File: src/rtl/button_repeat.sv
// button_repeat: turns a debounced, clk-synchronous button level into
// single-cycle event strobes with auto-repeat while the button is held.
//
// Parameters
//   HOLD_CYCLES   cycles from the press strobe to the first repeat strobe (>= 2)
//   REPEAT_CYCLES cycles between successive repeat strobes (>= 2)
//   CNT_W         counter width; must hold max(HOLD_CYCLES, REPEAT_CYCLES) - 1
//
// Ports
//   clk           system clock, rising-edge active
//   reset         asynchronous, active-high reset
//   in            debounced button level (synchronous, glitch-free)
//   pulse         one-cycle strobe on press and on every auto-repeat
//   release_pulse one-cycle strobe when the button is released
//   held          high from the first repeat strobe until release
//
// All outputs are registered; nothing in this block is combinational from
// in to an output.

module button_repeat #(
    parameter int unsigned HOLD_CYCLES   = 50000000,
    parameter int unsigned REPEAT_CYCLES = 10000000,
    parameter int unsigned CNT_W         = 26
) (
    input  logic clk,
    input  logic reset,
    input  logic in,
    output logic pulse,
    output logic release_pulse,
    output logic held
);

    // Terminal counts, pre-sized to the counter width.
    localparam logic [CNT_W-1:0] HOLD_LAST   = CNT_W'(HOLD_CYCLES - 1);
    localparam logic [CNT_W-1:0] REPEAT_LAST = CNT_W'(REPEAT_CYCLES - 1);
    localparam logic [CNT_W-1:0] CNT_ONE     = CNT_W'(1);

    typedef enum logic [1:0] {
        ST_IDLE   = 2'd0,
        ST_WAIT   = 2'd1,
        ST_REPEAT = 2'd2
    } state_t;

    state_t           state_q, state_d;
    logic [CNT_W-1:0] cnt_q, cnt_d;
    logic             in_q;
    logic             pulse_q, pulse_d;
    logic             release_q, release_d;
    logic             held_q, held_d;

    // State and output registers. in_q resets to 0 so that a button already
    // held when reset deasserts is seen as a fresh press.
    always_ff @(posedge clk or posedge reset) begin
        if (reset) begin
            state_q   <= ST_IDLE;
            cnt_q     <= '0;
            in_q      <= 1'b0;
            pulse_q   <= 1'b0;
            release_q <= 1'b0;
            held_q    <= 1'b0;
        end else begin
            state_q   <= state_d;
            cnt_q     <= cnt_d;
            in_q      <= in;
            pulse_q   <= pulse_d;
            release_q <= release_d;
            held_q    <= held_d;
        end
    end

    // Next-state and next-output logic. Strobes default low every cycle;
    // release takes priority over a terminal count on the same edge.
    always_comb begin
        state_d   = state_q;
        cnt_d     = cnt_q;
        pulse_d   = 1'b0;
        release_d = 1'b0;
        held_d    = held_q;

        unique case (state_q)
            ST_IDLE: begin
                cnt_d  = '0;
                held_d = 1'b0;
                if (in && !in_q) begin
                    pulse_d = 1'b1;
                    state_d = ST_WAIT;
                end
            end

            ST_WAIT: begin
                if (!in) begin
                    release_d = 1'b1;
                    held_d    = 1'b0;
                    cnt_d     = '0;
                    state_d   = ST_IDLE;
                end else if (cnt_q == HOLD_LAST) begin
                    pulse_d = 1'b1;
                    held_d  = 1'b1;
                    cnt_d   = '0;
                    state_d = ST_REPEAT;
                end else begin
                    cnt_d = cnt_q + CNT_ONE;
                end
            end

            ST_REPEAT: begin
                if (!in) begin
                    release_d = 1'b1;
                    held_d    = 1'b0;
                    cnt_d     = '0;
                    state_d   = ST_IDLE;
                end else if (cnt_q == REPEAT_LAST) begin
                    pulse_d = 1'b1;
                    cnt_d   = '0;
                end else begin
                    cnt_d = cnt_q + CNT_ONE;
                end
            end

            default: begin
                // Unused encoding: recover to a clean idle.
                state_d = ST_IDLE;
                cnt_d   = '0;
                held_d  = 1'b0;
            end
        endcase
    end

    assign pulse         = pulse_q;
    assign release_pulse = release_q;
    assign held          = held_q;

endmodule

File: config.mk
export PLATFORM = sky130hd
export DESIGN_NAME = button_repeat
export DESIGN_NICKNAME = d
export VERILOG_FILES = /design/src/rtl/button_repeat.sv
export SDC_FILE = /design/constraint.sdc
export NUM_CORES = 1
export LEC_CHECK = 0
export BUFFER_PORTS_ARGS = -buffer_cell sky130_fd_sc_hd__buf_4
export CORE_MARGIN = 5
export CORE_UTILIZATION = 55
export CTS_CLUSTER_DIAMETER = 120
export DETAILED_ROUTE_END_ITERATION = 16
export PLACE_DENSITY = 0.72
export SYNTH_ARGS = -nofsm -noshare
export SYNTH_HDL_FRONTEND = slang
export SYNTH_SLANG_ARGS = --single-unit
File: constraint.sdc
create_clock -name clk -period 4.7 [get_ports clk]
set_input_delay 0.47 -clock clk [delete_from_list [all_inputs] [get_ports clk]]
set_output_delay 0.47 -clock clk [all_outputs]
set_load 0.03 [all_outputs]
==> results.yml <==
finish:
  fin_util: 0.5981
  ff_latch_area_um2: 800.8
  final_area_mm2: 0.001996
  final_cells: 233
  final_net_count: 194
  multi_input_area_um2: 997.2
  fillerInstances: 284
  insertedDiodeCount: 0
  drive_gt1_frac: 0.1497
  area_growth_pct: 4.934
grt:
  grt_antenna_before_repair: 0
  grt_pass1_vias: 1503
  grt_first_pass_wirelength_um: 6913
  grt_max_degree: 33
  overflow: 0
  track_usage: 0.1968
critical_path:
  r2r_slack_ps: 1810
  cp_max_fo: 26
  r2r_start: "cnt_q[18]"
  arrival_ps: 3060
  crit_type: "flop to flop"
  ff2ff_path_depth: 4
  crit_path_end_kind: "flop"
  crit_path_start_kind: "flop"
  r2r-end: "cnt_q[16]"
  cp.required_ps: 4870
cts:
  worstSkewPairLatency_ps: 340
  cts_resized: 0
  cts.htree.levels: 2
  cts_buffers: 5
  cts_sinks: 32
  clockRootBuffer: "clkbuf_4"
  cts_tree: "yes"
  clkTransAtPathRegs_ps: 110
  cts_hold_buffers: 0
  clockBufferDepth: 2
  cts_setup_buffers: 0
power_and_ir_drop:
  ir_drop_mv: 0.1834
  report.power.total_mw: 0.5835
  p_per_area_mw_per_mm2: 292.4
  p_leak_nw: 0.6809
synth:
  synth_cells: 183
  synth-seq-cells: 32
  synth_edf_count: 0
  syn-cell-area_mm2: 0.001902
  synthFlopType: "dfrtp_1"
  netlist.area_leader.share: 0.4211
  yosysTopAreaCell: "dfrtp_1"
  avgSynthCellArea_um2: 10.39
  yosysUniqueCellTypes: 38
  ys_top_cells_by_count: "32 x dfrtp_1, 15 x a211oi_1, 10 x nand2_1, 10 x nand3_1"
  ys_top_cells_by_area: "dfrtp_1 42%, a221oi_2 7.1%, a211oi_1 5.9%"
  yosysMostFrequentCell: "dfrtp_1"
  ys_seq_area_frac: 0.4211
  ys_warn_count: 0
  synth_nets: 191
  synthArstFlopShare: 1.000
route:
  first_pass_iters: 5
  via_count: 1501
  postRouteAntennaNets: 0
  via_per_inst: 6.442
  first_iter_violations: 94
  wl_per_cell_um: 17.15
  drt-total-wl_um: 3995
  drc: 0
sta:
  relSlewSlack: 0.2360
  fin_crit_ps: 2894
  final-hold-violation-count: 0
  setup_viol: 0
  finalSetupTns_ps: 0
  grt_setup_unrepaired: "false"
  tightest_slew_ps: 1146
  fin_crit_sh: 0.6157
  max_freq_mhz: 345.6
  fin_hold_ws_ps: 201.1
  drv_slew: 0
  skew_ps: 9.746
  fin_ws_ps: 1806
flow_run:
  cap_violations: 0
floorplan:
  core_mm2: 0.003337
  initial_core_util: 0.5699
  rows: 21
  die_h_um: 68.81
  die_w_um: 68.81
  dieArea_mm2: 0.004734
  pin_count: 6
placed_design:
  routabilityCongestion: 0.8604
  place_inst: 225
  post-place-ws_ps: 1843
  port_buffers: 5
  dpl.hpwl_um: 2615
  placed_area_mm2: 0.001934
min_path:
  hold_class: "primary input to async pin"
status:
  outcome: "completed"
-- worst max-delay path, cell delays in order, from the launching register on --
cell and delay [ps]:
dfrtp_1 450, or4bb_1 560, nor4_2 470, a31o_1 990, a221oi_1 250
-- kinds of logic (layout without fill, tap and decap cells) --
family	Yosys count	after routing	share of synthesized area
AO/OA/AOI/OAI	49	49	0.2145
XOR/XNOR	13	13	0.05987
AND/OR/NAND/NOR	65	65	0.2171
flip-flops	32	32	0.4211
buffers and inverters	19	23	0.05461
adder cells (fa/ha/maj)	5	5	0.03289
-- final cells by class --
| class | instances | share of cell area |
|---|---|---|
| clock buffers | 6 | 0.02571 |
| clock inverters | 2 | 0.005016 |
| inverters | 9 | 0.01693 |
| multi-input cells | 132 | 0.4997 |
| flip-flops and latches | 32 | 0.4013 |
| well taps | 46 | 0.02884 |
| repair buffers | 6 | 0.02257 |
-- state kept, by name, indices dropped and copies added (netlist names) --
| signal | count |
|---|---|
| state_q | 2 |
| in_q | 1 |
| cnt_q | 26 |
| release_pulse | 1 |
| pulse | 1 |
| held | 1 |
-- per-layer routing --
| metal | GRT usage | up-vias | part of all wire |
|---|---|---|---|
| li1 | - | 718 | - |
| met1 | 0.2503 | 745 | 0.44 |
| met2 | 0.3206 | 32 | 0.50 |
| met3 | 0.04376 | 6 | 0.044 |
| met4 | 0.08516 | 0 | 0.015 |
| met5 | 0 | - | 0 |
-- report_power, final --
part           internal, mW  switching [mW]
clock                0.0711          0.0979
sequential            0.285         0.00658
combinational        0.0277          0.0956
-- worst max path at each step --
stage	from	to	cells past startpoint
2_1_floorplan	cnt_q[0]	cnt_q[18]	6
3_3_place_gp	cnt_q[18]	cnt_q[23]	4
3_5_place_dp	cnt_q[18]	cnt_q[23]	4
5_1_grt	cnt_q[18]	cnt_q[11]	4
6_report	cnt_q[18]	cnt_q[16]	4
4_1_cts	cnt_q[18]	cnt_q[23]	4
-- placed cells by master, fill, tap and decap left out, types with 6 or more instances in the layout --
cell / Yosys / final
or3_1: 8 / 8
o21ai_0: 9 / 9
buf_4: 4 / 6
a221oi_2: 9 / 9
dfrtp_1: 32 / 32
nand3_1: 10 / 10
a211oi_1: 15 / 15
nand2_1: 10 / 10
xnor2_1: 9 / 9
inv_1: 8 / 8
Note: power is estimated with default switching activity, not from simulation.
